===== src/rtl/image_memory_writer.sv =====
// Streams one frame of pixels into image memory at offset + y*IMAGE_WIDTH + x,
// mirroring the address layout used by the VGA read-side decoder.
module image_memory_writer #(
  parameter int          IMAGE_WIDTH      = 250,
  parameter int          IMAGE_HEIGHT     = 250,
  parameter logic [31:0] BASE_OFFSET      = 32'h0,
  parameter logic [31:0] ENCRYPTED_OFFSET = 32'h10000,
  parameter int          DATA_WIDTH       = 8
) (
  input  logic                  clk,
  input  logic                  rst_n,
  input  logic                  start,
  input  logic                  image_select,
  input  logic                  abort,
  input  logic [DATA_WIDTH-1:0] pixel_data,
  input  logic                  pixel_valid,
  output logic                  pixel_ready,
  output logic [31:0]           mem_address,
  output logic [DATA_WIDTH-1:0] mem_wdata,
  output logic                  mem_we,
  output logic                  busy,
  output logic                  done
);

  localparam int XW = (IMAGE_WIDTH  > 1) ? $clog2(IMAGE_WIDTH)  : 1;
  localparam int YW = (IMAGE_HEIGHT > 1) ? $clog2(IMAGE_HEIGHT) : 1;

  typedef enum logic [1:0] {
    ST_IDLE  = 2'd0,
    ST_WRITE = 2'd1,
    ST_DONE  = 2'd2
  } state_t;

  state_t          state;
  state_t          state_next;
  logic [XW-1:0]   x;
  logic [YW-1:0]   y;
  logic            sel;
  logic            beat;
  logic            last_x;
  logic            last_y;
  logic [31:0]     offset;
  logic [31:0]     addr;

  // Handshake: a beat transfers on a rising edge where pixel_valid and
  // pixel_ready are both high; pixel_ready depends only on the state register.
  assign pixel_ready = (state == ST_WRITE);
  assign busy        = (state == ST_WRITE);
  assign done        = (state == ST_DONE);

  // A beat offered alongside abort is dropped, so it never reaches the RAM.
  assign beat   = (state == ST_WRITE) && pixel_valid && !abort;
  assign last_x = (x == XW'(IMAGE_WIDTH - 1));
  assign last_y = (y == YW'(IMAGE_HEIGHT - 1));
  assign offset = sel ? BASE_OFFSET : ENCRYPTED_OFFSET;
  assign addr   = offset + (32'(y) * 32'(IMAGE_WIDTH)) + 32'(x);

  always_comb begin
    state_next = state;
    case (state)
      ST_IDLE: begin
        if (start) state_next = ST_WRITE;
      end
      ST_WRITE: begin
        if (abort)                          state_next = ST_IDLE;
        else if (beat && last_x && last_y)  state_next = ST_DONE;
      end
      ST_DONE: begin
        state_next = ST_IDLE;
      end
      default: begin
        state_next = ST_IDLE;
      end
    endcase
  end

  always_ff @(posedge clk or negedge rst_n) begin
    if (!rst_n) begin
      state <= ST_IDLE;
    end else begin
      state <= state_next;
    end
  end

  always_ff @(posedge clk or negedge rst_n) begin
    if (!rst_n) begin
      x           <= '0;
      y           <= '0;
      sel         <= 1'b0;
      mem_address <= '0;
      mem_wdata   <= '0;
      mem_we      <= 1'b0;
    end else begin
      mem_we <= beat;
      if ((state == ST_IDLE) && start) begin
        sel <= image_select;
        x   <= '0;
        y   <= '0;
      end
      if (beat) begin
        mem_address <= addr;
        mem_wdata   <= pixel_data;
        if (last_x) begin
          x <= '0;
          y <= y + YW'(1);
        end else begin
          x <= x + XW'(1);
        end
      end
    end
  end

endmodule

===== config.mk =====
export PLATFORM = sky130hd
export DESIGN_NAME = image_memory_writer
export DESIGN_NICKNAME = d
export VERILOG_FILES = /design/src/rtl/image_memory_writer.sv
export SDC_FILE = /design/constraint.sdc
export NUM_CORES = 1
export LEC_CHECK = 0
export CAP_MARGIN = 10
export CORE_MARGIN = 2
export CORE_UTILIZATION = 30
export CTS_CLUSTER_DIAMETER = 150
export DETAILED_ROUTE_END_ITERATION = 10
export HOLD_SLACK_MARGIN = 0.02
export SYNTH_ARGS = -nofsm -noshare
export SYNTH_HDL_FRONTEND = slang
export SYNTH_SLANG_ARGS = --single-unit

===== constraint.sdc =====
create_clock -name clk -period 6.1 [get_ports clk]
set_clock_uncertainty 0.05 [all_clocks]
set_input_delay 1.22 -clock clk [delete_from_list [all_inputs] [get_ports clk]]
set_output_delay 1.22 -clock clk [all_outputs]
set_load 0.005 [all_outputs]

==> impl_metrics.tcl, run 1 <==
set metrics [dict create \
    status "completed" \
    path_class "flip-flop to flip-flop" \
    synth_cell_type_count 57 \
    antenna_found_initial 0 \
    dp_hpwl_um 6470 \
    worst_pin_slew_ns 1.02 \
    finalNetCount 564 \
    yosys.area.top_type "dfrtp_1" \
    setup_viol 0 \
    drtIter0Drc 134 \
    ctsHtreeMaxLevel 2 \
    final_common_cell "nand2_1" \
    ir_drop_mv 0.101 \
    clock_sinks 46 \
    die_w_um 120 \
    dieArea_mm2 0.0143 \
    end_kind "flip-flop" \
    hold_path_depth 2 \
    antennaDiodeCount 0 \
    clk_pin_slew_ns 0.07 \
    ant_nets 0 \
    r2r-end "mem_address[16]" \
    hold_path_class "flip-flop to flip-flop" \
    worstSetupStartpointType "flip-flop" \
    async_reset_ff_share_pct 100 \
    cts_resized 0 \
    drive_above_1_share_pct 5.83 \
    synth_ff_type "dfrtp_1" \
    postCtsSetupRepairBufs 0 \
    grt_max_degree 47 \
    clock_path_buffers 2 \
    rsz0062_at_grt "no" \
    layout_common_cells "nand2_1 (74), ha_1 (49), inv_1 (46), dfrtp_1 (46), clkdlybuf4s50_1 (42)" \
    worst-path-buf-inv 2 \
    min_from "mem_address[4]" \
    setup-tns-final_ns 0 \
    syn_area_per_cell_um2 9.14 \
    start_util_pct 30.5 \
    cts_buffers 5 \
    vias 3050 \
    io_pins 58 \
    drt-vias-per-instance 4.65 \
    power.density_mw_per_mm2 158 \
    synth_edf_count 0 \
    overflow 0 \
    yosysSeqAreaShare_pct 28.7 \
    synthToLayoutAreaGrowth_pct 18.0 \
    yosysWarnings 0 \
    post-route-period-util_pct 81.5 \
    port_buffers 43 \
    cpPeakStageDelay_ns 0.59 \
    slew_headroom_pct 31.9 \
    holdWs_ns 0.425 \
    rows 42 \
    min_period_ns 4.97 \
    crit_top_cell "fa_1" \
    core_area_mm2 0.0131 \
    rr_worst_depth 15 \
    rrSetupSlack_ns 1.13 \
    cp.arrival_ns 5.09 \
    routed_wl_um 8130 \
    netlist_instances 439 \
    dr.pass1.iters 4 \
    wl_per_cell_um 12.4 \
    min_to "mem_address[4]" \
    cp_data_required_time_ns 6.22 \
    synth_area_leaders "dfrtp_1 (29%), ha_1 (15%), fa_1 (11%)" \
    track_usage_pct 11.9 \
    worstSkewPairLatency_ns 0.29 \
    root_buffer "clkbuf_16" \
    critPathMaxFanout 7 \
    synth_area_mm2 0.00401 \
    cp_cell_sequence "inv_1 -> fa_1 -> fa_1 -> fa_1 -> fa_1 -> inv_1 -> ha_1 -> a21oi_2 -> nor2_2 -> nor3_1 -> xor2_1 -> or3_4 -> nor3_2 -> a311o_1 -> nand3_1" \
    cpLargestDelayFamily "adder cells" \
    slowest_stage "fa_1" \
    die_h_um 120 \
    slew_violations 0 \
    reg2reg_from "y[1]" \
    cap_violations 0 \
    postCtsHoldBufs 0 \
    gp_congestion 0.848 \
    synth_top_cell_area_share_pct 28.7 \
    grt_pass1_vias 2970 \
    synth_seq_cells 46 \
    grt_pass1_wl_um 13900 \
    leakagePower_nw 2.32 \
    drc 0 \
    hold_viol_final 0 \
    cts_tree "done" \
    timing.fmax_mhz 201 \
]
==> worst max-delay path by stage <==
stage                     start               to  slack, ns  cells past startpoint
final                      y[1]  mem_address[16]       1.13                     15
after floorplan            y[1]  mem_address[17]       1.43                     16
after detailed placement   y[1]  mem_address[16]       1.13                     15
after CTS                  y[1]  mem_address[16]       1.11                     15
after global placement     y[1]  mem_address[17]       1.28                     15
after global routing       y[1]  mem_address[16]       0.83                     15
==> cells by family after synthesis <==
logic type,share of synthesized area (%)
xor gates and xnor gates,5.83
adders and majority gates,26.3
DFF,28.7
muxes,1.53
AOI/OAI and AO/OA,11.4
buffers and inverters,8.05
and+or+nand+nor,18.1
other,0.0935
==> flip-flops by register name (all words and copies together) (netlist names) <==
name,cells
mem_address,18
mem_wdata,8
mem_we,1
sel,1
state,2
x,8
y,8
==> cell type report <==
cell class	instances	area (µm²)
fill	1349	8410
multi-input combinational	336	2590
sequential	46	1150
timing repair buffer	44	433
tap	176	220
inverter	46	173
clock buffer	5	125
clock inverter	3	43.8
==> per-stage QoR <==
step	cells	worst slack (ns)	utilization [%]	cell area [µm²]	power, mW
floorplan	452	1.43	-	4060	0.387
global placement	648	1.28	34.7	4560	0.439
detailed placement	648	1.13	34.7	4560	0.441
CTS	656	1.11	36.0	4730	0.757
global route	656	0.828	36.0	4730	0.782
finish	656	1.13	36.0	4730	0.746
==> cells in the mapped netlist (5+ instances only) <==
cell       n
nand4_1    5
o21ai_0   24
xor2_1     9
clkbuf_1   6
nand3_1   10
dfrtp_1   46
xnor2_1   14
inv_1     46
nand2_1   74
ha_1      49
a21oi_1   11
mux2i_1    5
and3_1     5
nor2_1    23
fa_1      22
o21ai_1    5
o31ai_1    5
nor3_1     8
buf_4     16
and2_1     5
==> worst reg2reg max path, delay by kind of cell (launching register included) <==
kind                     cells  cell delay (ns)
AND/OR/NAND/NOR              5             1.07
adder cells (fa/ha/maj)      5             2.42
AO/OA/AOI/OAI                2             0.46
XOR/XNOR                     1             0.13
flip-flops                   1             0.49
buffers and inverters        2             0.24
==> metal layers <==
metal / up-vias / global-route usage, % / routed length (µm)
li1: 1512 / - / -
met2: 40 / 20.0 / 3980
met3: 6 / 1.57 / 179
met1: 1492 / 16.0 / 3890
met5: - / 0 / 0
met4: 0 / 3.31 / 85
==> report_power, final <==
part,internal (mW),leakage [nW],total (mW),switching [mW]
Combinational,0.0498,1.62,0.0928,0.0430
Clock,0.194,0.0842,0.313,0.119
Sequential,0.326,0.622,0.340,0.0146
Total,0.570,2.32,0.746,0.177
No activity file was read; power rests on OpenSTA's default activity.
==> run 2: changes to the inputs <==
==> constraint.sdc (replaced) <==
create_clock -name clk -period 4.2 [get_ports clk]
set_clock_uncertainty 0.05 [all_clocks]
set_input_delay 0.84 -clock clk [delete_from_list [all_inputs] [get_ports clk]]
set_output_delay 0.84 -clock clk [all_outputs]
set_load 0.005 [all_outputs]
==> run 2 against run 1 <==
  * The flow now finishes with violations (negative setup slack)
  * Non-clock buffer count grew 62
  * Sequential cell count stayed put
  * Die area unchanged
  * Final cell count increased by 9.5%
  * First-iteration DRC count grew 3.7%
  * Clock power increased by 29%
  * Final area up 15%
  * Via count is 7.0% higher
  * Hold slack better by 0.0033 ns
  * Sequential share of layout area fell by 3.1 points
  * Critical path depth rose by 2
  * Power up 39%
==> impl_metrics.tcl, run 2 (synthesis gave the netlist of run 1 again) <==
set metrics [dict create \
    status "finished with violations" \
    violations "negative setup slack" \
    min_to "mem_address[3]" \
    dieArea_mm2 0.0143 \
    routed_wl_um 9220 \
    antenna_found_initial 1 \
    vias 3265 \
    rsz0062_at_grt "yes" \
    nFillCells 1300 \
    post-route-period-util_pct 106 \
    rows 42 \
    die_w_um 120 \
    cp.arrival_ns 4.56 \
    min_period_ns 4.45 \
    clk_pin_slew_ns 0.07 \
    reg2reg_from "y[2]" \
    slew_violations 0 \
    ctsHtreeMaxLevel 2 \
    worst_pin_slew_ns 0.744 \
    layout_common_cells "nand2_1 (74), buf_4 (59), clkdlybuf4s50_1 (42), dfrtp_1 (42), ha_1 (40)" \
    ant_nets 0 \
    r2r-end "mem_address[14]" \
    dr.pass1.iters 4 \
    setup_viol 9 \
    finalNetCount 626 \
    wl_per_cell_um 12.8 \
    path_class "flip-flop to flip-flop" \
    dp_cells 705 \
    root_buffer "clkbuf_16" \
    setup-tns-final_ns -1.45 \
    setup_ws_ns -0.247 \
    dp_hpwl_um 7380 \
    cp-startpoint "y[2]" \
    leakagePower_nw 2.67 \
    hold_path_depth 2 \
    regMostFlops "mem_address" \
    start_util_pct 30.5 \
    track_usage_pct 13.3 \
    grt_pass1_wl_um 15600 \
    worstSkewPairLatency_ns 0.29 \
    hold_path_class "flip-flop to flip-flop" \
    postCtsHoldBufs 0 \
    overflow 0 \
    ff_latch_area_mm2 0.00116 \
    drive_above_1_share_pct 23.1 \
    slew_headroom_pct 50.3 \
    synthToLayoutAreaGrowth_pct 35.6 \
    rr_worst_depth 17 \
    cts_buffers 5 \
    multi_input_area_mm2 0.00284 \
    ir_drop_mv 0.140 \
    io_pins 58 \
    placed_area_mm2 0.00511 \
    end_kind "flip-flop" \
    clock_sinks 46 \
    final_common_cell "nand2_1" \
    cp_data_required_time_ns 4.31 \
    timing.fmax_mhz 225 \
    antennaDiodeCount 0 \
    grt_pass1_vias 3317 \
    cts_tree "done" \
    gp_congestion 0.830 \
    core_area_mm2 0.0131 \
    hold_viol_final 0 \
    die_h_um 120 \
    min_from "mem_address[3]" \
    worstSetupStartpointType "flip-flop" \
    port_buffers 43 \
    power.density_mw_per_mm2 190 \
    drtIter0Drc 139 \
    final_area_mm2 0.00544 \
    stdcell_count 718 \
    drt-vias-per-instance 4.55 \
    grt_max_degree 44 \
    drc 0 \
    largest_register_ffs 18 \
    clock_path_buffers 2 \
    cap_violations 0 \
    rrSetupSlack_ns -0.25 \
    critPathMaxFanout 5 \
]
-- run 2: changes by cell type in the layout (fill, tap and decap cells not counted), moves of 7 or more --
cell	delta
inv_1	-7
inv_2	+7
ha_4	+8
ha_1	-9
buf_4	+58
-- run 2: cell type report --
class / count / share of cell area, %
Inverter: 46 / 3.17
Timing Repair Buffer: 106 / 16.8
Clock inverter: 2 / 0.253
Tap cell: 176 / 4.05
Sequential cell: 46 / 21.3
Multi-Input combinational cell: 336 / 52.1
Clock buffer: 6 / 2.37
-- run 2: worst max-delay path: stages (launching register included) --
cell and delay (ns):
dfrtp_2 0.43, fa_1 0.58, xor2_1 0.17, ha_1 0.26, fa_1 0.49, inv_1 0.06, fa_1 0.50, inv_2 0.06
ha_4 0.30, nand3_4 0.10, a21oi_4 0.17, nor3_2 0.07, xor2_1 0.15, or3_4 0.39, buf_4 0.16, nor4_4 0.14
xnor2_1 0.15, o21ai_1 0.08
-- run 2: power breakdown --
group,switching [mW],total (mW),internal [mW]
Clock,0.181,0.403,0.221
Combinational,0.0642,0.137,0.0732
Sequential,0.0221,0.495,0.473
-- run 2: worst max-delay path by stage --
stage / endpoint / slack (ns) / cells after the start
after floorplan: mem_address[16] / -0.23 / 16
after global placement: mem_address[16] / -0.25 / 15
after detailed placement: mem_address[16] / -0.36 / 15
after CTS: mem_address[17] / -0.26 / 16
after global routing: mem_address[17] / -0.41 / 16
final: mem_address[14] / -0.25 / 17
-- run 2: repair_timing --
action	CTS	global route
endpoints found under the setup margin	10	10
endpoints found under the hold margin	0	0
pin swaps	8	13
setup buffers	4	2
gates resized for setup	14	18
-- run 2: per-stage QoR --
step	utilization, %	hold WS (ns)	power (mW)	worst slack [ns]
6_report	41.4	0.428	1.04	-0.247
5_1_grt	41.4	0.447	1.09	-0.414
4_1_cts	40.8	0.427	1.05	-0.258
3_5_place_dp	38.9	0.411	0.644	-0.360
3_3_place_gp	38.9	0.408	0.640	-0.252
2_1_floorplan	-	0.391	0.562	-0.225
-- run 2: routing by layer --
| metal | vias up | share of wire [%] | track usage (%) | wire length (µm) |
|---|---|---|---|---|
| met3 | 4 | 3.0 | 2.14 | 279 |
| met4 | 0 | 0.79 | 2.43 | 73 |
| li1 | 1647 | - | - | - |
| met2 | 58 | 48 | 22.1 | 4410 |
| met1 | 1556 | 48 | 18.5 | 4450 |
| met5 | - | 0 | 0 | 0 |
==> run 3: changes to the inputs <==
==> constraint.sdc (replaced) <==
create_clock -name clk -period 5.8 [get_ports clk]
set_clock_uncertainty 0.05 [all_clocks]
set_input_delay 1.16 -clock clk [delete_from_list [all_inputs] [get_ports clk]]
set_output_delay 1.16 -clock clk [all_outputs]
set_load 0.005 [all_outputs]
==> run 3 against run 2 <==
  * The run now ends clean
  * Clock power fell by 29%
  * Non-clock buffer count decreased by 62
  * Fmax is 11% lower
  * Setup slack gained 1.1 ns
  * Sequential cell count unchanged
  * Critical path depth decreased by 2
  * Final cell count is 8.6% lower
  * Largest power group unchanged
  * Highest routed layer unchanged
==> impl_metrics.tcl, run 3 (synthesis gave the netlist of run 1 again) <==
set metrics [dict create \
    status "completed" \
    ctsHtreeMaxLevel 2 \
    critPathMaxFanout 7 \
    rrSetupSlack_ns 0.82 \
    slew_violations 0 \
    cp_data_required_time_ns 5.92 \
    hold_viol_final 0 \
    root_buffer "clkbuf_16" \
    dieArea_mm2 0.0143 \
    layout_common_cells "nand2_1 (74), ha_1 (49), inv_1 (46), dfrtp_1 (46), clkdlybuf4s50_1 (42)" \
    wl_per_cell_um 12.4 \
    gp_congestion 0.848 \
    min_from "mem_wdata[0]" \
    track_usage_pct 12.0 \
    p_total_mw 0.740 \
    drc 0 \
    cts_tree "done" \
    drtIter0Drc 151 \
    power.density_mw_per_mm2 157 \
    dr.pass1.iters 4 \
    antenna_found_initial 0 \
    grt_pass1_wl_um 13900 \
    clk_pin_slew_ns 0.07 \
    slew_headroom_pct 30.6 \
    overflow 0 \
    setup_viol 0 \
    cap_violations 0 \
    hold_path_depth 2 \
    finalNetCount 564 \
    vias 3051 \
    r2r-end "mem_address[16]" \
    cts_resized 0 \
    ir_drop_mv 0.102 \
    min_period_ns 4.98 \
    dp_cells 648 \
    final_area_mm2 0.00471 \
    port_buffers 43 \
    leakagePower_nw 2.31 \
    rsz0062_at_grt "no" \
    cts_buffers 5 \
    rows 42 \
    routed_wl_um 8120 \
    stdcell_count 656 \
    dp_hpwl_um 6480 \
    die_w_um 120 \
    clock_path_buffers 2 \
    clock_sinks 46 \
    ant_nets 0 \
    postCtsSetupRepairBufs 0 \
    path_class "flip-flop to flip-flop" \
    min_to "mem_wdata[0]" \
    grt_pass1_vias 2975 \
    timing.fmax_mhz 201 \
    cp.arrival_ns 5.10 \
    end_kind "flip-flop" \
    drt-vias-per-instance 4.65 \
    drive_above_1_share_pct 5.83 \
    antennaDiodeCount 0 \
    reg2reg_from "y[1]" \
    rr_worst_depth 15 \
    post-route-period-util_pct 85.8 \
    setup_ws_ns 0.821 \
    io_pins 58 \
    placed_area_mm2 0.00456 \
    synthToLayoutAreaGrowth_pct 17.4 \
    largest_register_ffs 18 \
    worstSetupStartpointType "flip-flop" \
    core_area_mm2 0.0131 \
    final_common_cell "nand2_1" \
    die_h_um 120 \
    setup-tns-final_ns 0 \
    grt_max_degree 47 \
    worstSkewPairLatency_ns 0.29 \
    dp_slack_ns 0.814 \
    hold_path_class "flip-flop to flip-flop" \
    start_util_pct 30.5 \
    regMostFlops "mem_address" \
    postCtsHoldBufs 0 \
    worst_pin_slew_ns 1.04 \
]
run 3: layer usage:
layer / global-route usage [%] / part of all wire (%) / vias up / wire, µm
li1: - / - / 1517 / -
met1: 15.7 / 46 / 1476 / 3760
met2: 20.2 / 49 / 51 / 3950
met3: 1.90 / 3.6 / 7 / 291
met4: 4.19 / 1.6 / 0 / 129
met5: 0 / 0 / - / 0
run 3: cell type report:
cell class                 instances  area (µm²)
clock buffer                       5         125
clock inverter                     3        21.3
fill                            1361        8430
inverter                          46         173
multi-input combinational        336        2590
sequential                        46        1150
tap                              176         220
timing repair buffer              44         433
run 3: worst max path at each step:
stage / slack (ns) / depth (start not counted) / start / end
CTS: 0.78 / 15 / y[1] / mem_address[16]
finish: 0.82 / 15 / y[1] / mem_address[16]
global placement: 0.98 / 15 / y[1] / mem_address[17]
global route: 0.50 / 15 / y[1] / mem_address[16]
floorplan: 1.13 / 16 / y[1] / mem_address[17]
detailed placement: 0.81 / 15 / y[1] / mem_address[16]
run 3: report_power, final:
group,internal (mW),switching [mW]
sequential,0.343,0.0154
clock,0.160,0.125
combinational,0.0523,0.0449
total,0.555,0.185
run 3: through the flow:
step	hold WS [ns]	util, %
after detailed placement	0.414	34.7
after global routing	0.451	35.8
final	0.423	35.8
after CTS	0.428	35.8
after floorplan	0.391	-
after global placement	0.406	34.7
run 3: worst max-delay path, stage by stage (launching register included):
cell	delay, ns
dfrtp_1	0.49
inv_1	0.19
fa_1	0.59
fa_1	0.45
fa_1	0.49
fa_1	0.51
inv_1	0.04
ha_1	0.40
a21oi_2	0.23
nor2_2	0.07
nor3_1	0.22
xor2_1	0.13
or3_4	0.43
nor3_2	0.27
a311o_1	0.23
nand3_1	0.08
